### src/rtl/tx_gearbox_if.sv
// Word-stream bundle between a 64b/66b block source and the TX gearbox.
// The master side offers words; the slave side returns the gearboxed line word.
interface tx_gearbox_if #(
  parameter int HDR_WIDTH  = 2,
  parameter int DATA_WIDTH = 32
);
  logic [DATA_WIDTH-1:0] i_data;
  logic [HDR_WIDTH-1:0]  i_hdr;
  logic                  i_hdr_valid;
  logic                  i_valid;
  logic                  o_ready;
  logic [DATA_WIDTH-1:0] o_data;
  logic                  o_valid;
  logic                  o_hdr_err;

  modport master (
    output i_data, i_hdr, i_hdr_valid, i_valid,
    input  o_ready, o_data, o_valid, o_hdr_err
  );

  modport slave (
    input  i_data, i_hdr, i_hdr_valid, i_valid,
    output o_ready, o_data, o_valid, o_hdr_err
  );
endinterface

### src/rtl/tx_gearbox.sv
// 66b-to-32b TX gearbox: packs {data, header} words into a bit buffer and emits
// a 32-bit line word whenever 32 bits are available; pauses input when fill hits 32.
module tx_gearbox #(
  parameter int HDR_WIDTH  = 2,
  parameter int DATA_WIDTH = 32
) (
  input  logic        i_clk,
  input  logic        i_reset_n,
  tx_gearbox_if.slave bus
);
  localparam int BUF_W  = 2 * DATA_WIDTH;
  localparam int FILL_W = $clog2(BUF_W) + 1;
  localparam logic [FILL_W-1:0] WORD_BITS  = FILL_W'(DATA_WIDTH);
  localparam logic [FILL_W-1:0] BLOCK_BITS = FILL_W'(DATA_WIDTH + HDR_WIDTH);

  logic [BUF_W-1:0]      bit_buf;
  logic [FILL_W-1:0]     fill;
  logic [DATA_WIDTH-1:0] data_q;
  logic                  valid_q;
  logic                  err_q;

  logic                  ready;
  logic                  accept;
  logic                  hdr_bad;
  logic [BUF_W-1:0]      app_word;
  logic [FILL_W-1:0]     app_bits;
  logic [BUF_W-1:0]      merged;
  logic [FILL_W-1:0]     total;

  // Bits above fill are always zero, so appending is a plain OR at offset fill.
  always_comb begin
    ready    = (fill != WORD_BITS);
    accept   = bus.i_valid & ready;
    app_word = '0;
    app_bits = '0;
    if (accept) begin
      if (bus.i_hdr_valid) begin
        app_word = BUF_W'({bus.i_data, bus.i_hdr});
        app_bits = BLOCK_BITS;
      end else begin
        app_word = BUF_W'(bus.i_data);
        app_bits = WORD_BITS;
      end
    end
    merged  = bit_buf | (app_word << fill);
    total   = fill + app_bits;
    hdr_bad = accept & bus.i_hdr_valid & ((bus.i_hdr == '0) | (bus.i_hdr == '1));
  end

  always_ff @(posedge i_clk or negedge i_reset_n) begin
    if (!i_reset_n) begin
      bit_buf <= '0;
      fill    <= '0;
      data_q  <= '0;
      valid_q <= 1'b0;
      err_q   <= 1'b0;
    end else begin
      err_q <= hdr_bad;
      if (total >= WORD_BITS) begin
        data_q  <= merged[DATA_WIDTH-1:0];
        valid_q <= 1'b1;
        bit_buf <= merged >> DATA_WIDTH;
        fill    <= total - WORD_BITS;
      end else begin
        valid_q <= 1'b0;
        bit_buf <= merged;
        fill    <= total;
      end
    end
  end

  assign bus.o_ready   = ready;
  assign bus.o_data    = data_q;
  assign bus.o_valid   = valid_q;
  assign bus.o_hdr_err = err_q;
endmodule

### src/flat_wrapper.sv
// flat-port wrapper written by rule: the top's interface ports become plain ports
module tx_gearbox_flat 
#(
  parameter int HDR_WIDTH  = 2,
  parameter int DATA_WIDTH = 32
)
  (i_clk, i_reset_n, bus_i_data, bus_i_hdr, bus_i_hdr_valid, bus_i_valid, bus_o_ready, bus_o_data, bus_o_valid, bus_o_hdr_err);
  tx_gearbox_if #(.HDR_WIDTH(HDR_WIDTH), .DATA_WIDTH(DATA_WIDTH)) bus_i ();
  input  logic i_clk;
  input  logic i_reset_n;
  input wire logic [$bits(bus_i.i_data)-1:0] bus_i_data;
  input wire logic [$bits(bus_i.i_hdr)-1:0] bus_i_hdr;
  input wire logic [$bits(bus_i.i_hdr_valid)-1:0] bus_i_hdr_valid;
  input wire logic [$bits(bus_i.i_valid)-1:0] bus_i_valid;
  output wire logic [$bits(bus_i.o_ready)-1:0] bus_o_ready;
  output wire logic [$bits(bus_i.o_data)-1:0] bus_o_data;
  output wire logic [$bits(bus_i.o_valid)-1:0] bus_o_valid;
  output wire logic [$bits(bus_i.o_hdr_err)-1:0] bus_o_hdr_err;
  assign bus_i.i_data = bus_i_data;
  assign bus_i.i_hdr = bus_i_hdr;
  assign bus_i.i_hdr_valid = bus_i_hdr_valid;
  assign bus_i.i_valid = bus_i_valid;
  assign bus_o_ready = bus_i.o_ready;
  assign bus_o_data = bus_i.o_data;
  assign bus_o_valid = bus_i.o_valid;
  assign bus_o_hdr_err = bus_i.o_hdr_err;
  tx_gearbox #(.HDR_WIDTH(HDR_WIDTH), .DATA_WIDTH(DATA_WIDTH)) u_core (.i_clk(i_clk), .i_reset_n(i_reset_n), .bus(bus_i));
endmodule
### config.mk
export PLATFORM = sky130hd
export DESIGN_NAME = tx_gearbox_flat
export DESIGN_NICKNAME = d
export VERILOG_FILES = /design/src/rtl/tx_gearbox_if.sv /design/src/rtl/tx_gearbox.sv /design/src/flat_wrapper.sv
export SDC_FILE = /design/constraint.sdc
export NUM_CORES = 1
export LEC_CHECK = 0
export CORE_MARGIN = 2
export CORE_UTILIZATION = 44
export CTS_CLUSTER_SIZE = 28
export DETAILED_ROUTE_END_ITERATION = 10
export PLACE_DENSITY = 0.65
export SYNTH_ARGS = -nofsm -noshare
export SYNTH_HDL_FRONTEND = slang
export SYNTH_SLANG_ARGS = --single-unit
### constraint.sdc
create_clock -name i_clk -period 3.2 [get_ports i_clk]
set_clock_uncertainty 0.2 [all_clocks]
set_input_delay 0.64 -clock i_clk [delete_from_list [all_inputs] [get_ports i_clk]]
set_output_delay 0.64 -clock i_clk [all_outputs]
set_load 0.01 [all_outputs]
# == After elaboration in Yosys (flattened, before gate mapping) ==
# Cells that the tools add are included.
# totals
reg_bits,105
latchBits,0
ramBits,0
mem_bits_ro,0
out_inout_bits,35
mem_count,0
# classes
add_sub_neg,2
multipliers,0
div,0
n_lt_le_gt_ge,1
n_eq_ne,2
n_shift,1
muxes,7
n_bitwise,5
reduce_logical,1
# ops
cell,count
34-bit two-way mux,2
64-bit two-way mux,1
64-bit OR,1
34-bit by 7-bit left shift with 64-bit output,1
7-bit by 6-bit adder with 7-bit output,1
7-bit by 6-bit >= comparator with 1-bit output (second input constant),1
7-bit two-way mux,1
7-bit by 6-bit != test with 1-bit output (second input constant),1
7-bit by 6-bit subtractor with 7-bit output (second input constant),1
6-bit two-way mux,1
1-bit bitwise AND,3
2-bit equality test (second input constant),1
2-bit zero test,1
2-bit two-way mux,1
1-bit two-way mux,1
1-bit OR,1

# == Longest topological paths before layout ==
# depth
word_depth,6
ltp_mapped,16

# == Least setup slack after synthesis ==
# Ideal clock, no wire load.
# synth_path
path_type,register to register
startpoint,register u_core.fill[5]
endpoint,register u_core.bit_buf[20]
setup_time_ns,0.081
t_arrival_ns,3.202
required_time_ns,2.919
slack_ns,-0.283
path_stages_with_launch,15
path_buffers,4
synth_period_minus_slack_ns,3.483
path_cell_list,dfrtp_1 > buf_2 > nor2b_1 > clkbuf_1 > nand3_1 > nand2_1 > inv_1 > ha_1 > nand3_1 > o21ai_0 > xnor2_1 > and2_1 > buf_2 > clkbuf_1 > mux2i_1
# synth_between
elab_chain_len,6
word_cells_on_any_way,9
classes_between,add/sub: 1; order compare: 1; eq/ne: 1; shift: 1; mux: 3; bitwise: 2
# synth_rtl
element,line_no,rtl
from (decl),tx_gearbox.sv:17,logic [FILL_W-1:0] fill;
from (signal assigned),tx_gearbox.sv:63,fill <= total - WORD_BITS;
from (signal assigned),tx_gearbox.sv:67,fill <= total;
7-bit by 6-bit != test with 1-bit output *,tx_gearbox.sv:32,ready = (fill != WORD_BITS);
net bus_o_ready,flat_wrapper.sv:15,output wire logic [$bits(bus_i.o_ready)-1:0] bus_o_ready;
1-bit bitwise AND *,tx_gearbox.sv:33,accept = bus.i_valid & ready;
6-bit two-way mux / 34-bit two-way mux (equally long branches),tx_gearbox.sv:36,if (accept) begin
7-bit by 6-bit adder with 7-bit output / 34-bit by 7-bit left shift with 64-bit output (equally long branches),"tx_gearbox.sv:46, tx_gearbox.sv:45",
7-bit by 6-bit >= comparator with 1-bit output / 64-bit OR (equally long branches),"tx_gearbox.sv:59, tx_gearbox.sv:45",
64-bit two-way mux *,tx_gearbox.sv:59,if (total >= WORD_BITS) begin
to (signal assigned),tx_gearbox.sv:62,bit_buf <= merged >> DATA_WIDTH;
to (signal assigned),tx_gearbox.sv:66,bit_buf <= merged;
to (decl),tx_gearbox.sv:16,logic [BUF_W-1:0] bit_buf;
# The timed path passes the listed nets; every way through them passes the cells marked *.
# A chain may end at the register's enable or synchronous reset.

# == Worst setup path after layout ==
# layout_path
startpoint,input port bus_i_hdr_valid
endpoint,register u_core.bit_buf[21]
# layout_between
elab_chain_len,5
word_cells_on_any_way,9
classes_between,add/sub: 1; order compare: 1; shift: 1; mux: 5; bitwise: 1
# layout_rtl
element,line_no,rtl
from (decl),flat_wrapper.sv:13,input wire logic [$bits(bus_i.i_hdr_valid)-1:0] bus_i_hdr_valid;
2-bit two-way mux / 34-bit two-way mux (equally long branches),tx_gearbox.sv:37,if (bus.i_hdr_valid) begin
6-bit two-way mux / 34-bit two-way mux (equally long branches),tx_gearbox.sv:36,
7-bit by 6-bit adder with 7-bit output / 34-bit by 7-bit left shift with 64-bit output (equally long branches),"tx_gearbox.sv:46, tx_gearbox.sv:45",
7-bit by 6-bit >= comparator with 1-bit output / 64-bit OR (equally long branches),"tx_gearbox.sv:59, tx_gearbox.sv:45",
64-bit two-way mux *,tx_gearbox.sv:59,
# Every way passes the cells marked *; elsewhere a longest branch is shown, timed or not.

==> summary by stage <==
Outcome
The flow ran to the end, and the final reports show no timing, DRC or antenna violations.

Power
In this run the static leakage power is 4.09 nW. Of the total power, the clock network draws 0.117. The net switching component of the power is 4.37 mW. The share of total power dissipated in combinational logic is 0.652. The worst-case IR drop observed on VDD is 604 µV. The ratio of total power to cell area is 1000 mW/mm². The internal portion of the total power is 5.03 mW.

The switching power share of the total is 0.465. The part of the power in registers is 0.230.

Final layout
The final layout contains 1030 nets. Compared with the post-synthesis result, the final layout area differs by 32.9%. Fill cells in the final layout number 1456. The finished layout holds 1210 standard cells, fillers aside. In the final layout, the share of cells above drive strength 1 is 0.210. 0 antenna diodes ended up in the layout.

Placement
After detailed placement, the design holds a cell count of 1194. Summed over all nets, the half-perimeter wirelength after detailed placement is 23400 µm. At the end of routability-driven placement, the weighted congestion stood at 1.04. The pre-CTS worst setup slack is -139 ps. Input and output buffers added on the ports amount to 72.

STA
Setup repair after global routing left no endpoint under its margin. In this run the tightest slew margin relative to its limit is 0.484. The final critical delay including setup and external delays is 3040 ps. The minimum setup slack in the final design is 157 ps.

The final hold violation count came to 0. Of the available clock period, the critical path in the final layout requires 0.951. The final count of pins violating max slew is 0.

At the pin with the least slew margin, the transition time is 764 ps. The top achievable clock speed is 329 MHz. Setup violations remaining at the end of the flow were counted as 0.

Summed over all failing endpoints, the final setup total negative slack is 0 ps.

Run
The number of max-cap violations is 0.

Logic synthesis
The post-synthesis average cell area is 8.77 µm². The number of storage elements in the synthesis netlist is 104. The share of synthesized area occupied by flip-flops and latches is 0.370. The share of synthesized registers carrying an async set or reset is 1.00. After synthesis the cells add up to 0.00704 mm². Summed over all instances, the cell type with the most area after synthesis is dfrtp_1. The synthesized instance count is 803. The primary flip-flop cell chosen by synthesis mapping is dfrtp_1. The share of synthesized area in the top cell type comes to 0.370. Yosys printed 0 warnings. Counting flops with a built-in enable in the synthesized netlist gives 0. Ranked by total cell area, the synthesized netlist is headed by dfrtp_1 (37%), mux2i_1 (10%), nor2_1 (6.5%), a21oi_1 (4.6%), mux4_2 (3.5%).

The post-synthesis net count is 844. The count of different cell masters after synthesis is 67.

Floorplan
The starting density of the core is 0.447. The number of ports placed on the die boundary is 73. In this run the horizontal extent of the chip is 131 µm. The standard cell core area is 0.0158 mm². The die outline height is 131 µm. The overall die area is 0.0170 mm². The floorplan has 46 rows.

Global routing
The largest net degree at the start of global routing is 56. The initial antenna violation count is 0. The overall routing resource usage is 0.360. The wire length of the first global-routing pass is 44900 µm.

The number of global-route vias before repair is 7437. The total global routing overflow is 0.

CTS
The CTS tree is done. The clock root buffer is clkbuf_16. The number of setup buffers added after CTS is 0. Clock-pin slew was measured on the worst setup and hold paths at 80 ps. Clock tree synthesis found a total of 104 sinks.

For the worst-skew pair, the clock arrives at the later sink with an insertion delay of 370 ps. The CTS H-tree depth is 3. The maximum count of clock buffers along a single path is 2.

The number of buffers added by the clock tree synthesis step is 9. Hold repair after CTS inserted 0 buffers.

Route
The number of routed nets with antenna violations is 0. For this run, the detailed router's first-pass iteration total came to 6. The vias after detailed routing is 7641. The routed design has 29900 µm of wire. In the routed layout, each cell is associated on average with a via count of 6.31.

In the final routed layout, each cell accounts on average for 24.7 µm. The remaining design rule violation count is 0. The DRC violation total after the first TritonRoute iteration is 787.

Worst setup path
The cell class contributing the biggest share of worst-path delay is buffers and inverters. STA classifies the critical path endpoint as a register. In this run the worst path has a maximum fanout of 16.

The number of buffer and inverter instances along the worst setup path is 3. In this design, the stage delay of the slowest critical-path cell is 550 ps. The element type at the critical path start is an input port. The signal on the critical path passes through clkdlybuf4s50_1 > buf_4 > mux2i_1 > buf_4 > nor2_1 > a31oi_1 > o211ai_1 > o32ai_1 > mux2i_1. The worst endpoint required time is 3220 ps.

The critical setup path kind is input port to register. The cell with the largest stage delay on the worst path is clkdlybuf4s50_1. For the worst setup path, the data arrival time is 3060 ps.

Min path
The tightest min-delay check is of the input port to async pin type.
==> cells in the mapped netlist (all sizes together), types with 9 or more instances <==
cell type	n
nor2	123
dfrtp	104
mux2i	71
a21oi	65
nand2	43
clkbuf	41
nand3	31
nor3	29
o21ai	29
a22oi	22
buf	19
inv	16
a31oi	15
nand2b	14
o31ai	14
a211oi	12
o221ai	12
mux4	11
o22ai	10
o32ai	10
and2	9
==> power groups by stage <==
stage,Sequential [mW],Combinational (mW),Clock (mW)
5_1_grt,2.22,6.50,1.17
4_1_cts,2.16,6.01,1.13
3_5_place_dp,2.18,5.98,0
6_report,2.16,6.13,1.10
3_3_place_gp,2.15,5.90,0
2_1_floorplan,2.20,3.10,0
==> cells by family after synthesis <==
| logic type | synth area share |
|---|---|
| compound gates | 0.244 |
| xor+xnor | 0.00746 |
| mux | 0.149 |
| simple gates | 0.176 |
| buf+inv | 0.0485 |
| flops | 0.370 |
| fa+ha+maj | 0.00533 |
==> metrics by stage <==
step	area, µm²	hold WS, ps	total power, mW	utilization
after floorplan	7060	144	5.30	-
after global placement	9070	264	8.05	0.575
after detailed placement	9070	267	8.16	0.575
after CTS	9360	69.5	9.31	0.593
after global routing	9360	109	9.88	0.593
final	9360	64.3	9.40	0.593
==> path summary, 6_finish.rpt <==
check / depth (start not counted) / to / slack, ps / start
max in group asynchronous: 2 / u_core.fill[1] / 2090 / i_reset_n
hold reg to reg: 2 / u_core.bit_buf[35] / 280 / u_core.bit_buf[35]
setup reg to reg: 7 / u_core.bit_buf[11] / 200 / u_core.fill[1]
min in group i_clk: 2 / u_core.bit_buf[35] / 280 / u_core.bit_buf[35]
setup / recovery: 9 / u_core.bit_buf[21] / 160 / bus_i_hdr_valid
hold / removal: 1 / u_core.bit_buf[40] / 60 / i_reset_n
==> what timing repair did <==
item,4_1_cts,5_1_grt
endpoints found under the hold margin,0,0
gates resized for setup,0,2
setup endpoints to repair,0,3
==> layout by cell type, fill, tap and decap left out, types with 10 or more instances in the layout <==
cell             count
a211oi_1            12
a21oi_1             65
a22oi_1             22
a31oi_1             15
buf_4              157
clkdlybuf4s50_1     71
dfrtp_1            103
inv_1               14
mux2i_1             71
mux4_2              11
nand2_1             43
nand2b_1            14
nand3_1             31
nor2_1             122
nor3_1              29
o21ai_0             26
o221ai_1            12
o22ai_1             10
o31ai_1             12
o32ai_1             10
==> layer usage <==
layer  vias to the layer above  part of all wire  global-route usage
li1                       3410                 -                   -
met1                      3764              0.41               0.479
met2                       383              0.46               0.579
met3                        84             0.079              0.0574
met4                         0             0.049               0.165
met5                         -                 0                   0
==> sequential cells by signal, indices dropped and copies added (netlist names) <==
register / flops
u_core.bus.o_hdr_err: 1
u_core.bus.o_valid: 1
u_core.fill: 6
u_core.bus.o_data: 32
u_core.bit_buf: 64
==> final cells by class <==
class	instances	area [µm²]	share of cell area
clock buffers	10	229	0.0245
clock inverters	6	62.6	0.00668
inverters	17	65.1	0.00695
multi-input cells	622	4100	0.438
flip-flops and latches	104	2600	0.278
well taps	216	270	0.0289
repair buffers	235	2030	0.217
(Power assumes the default switching activity.)
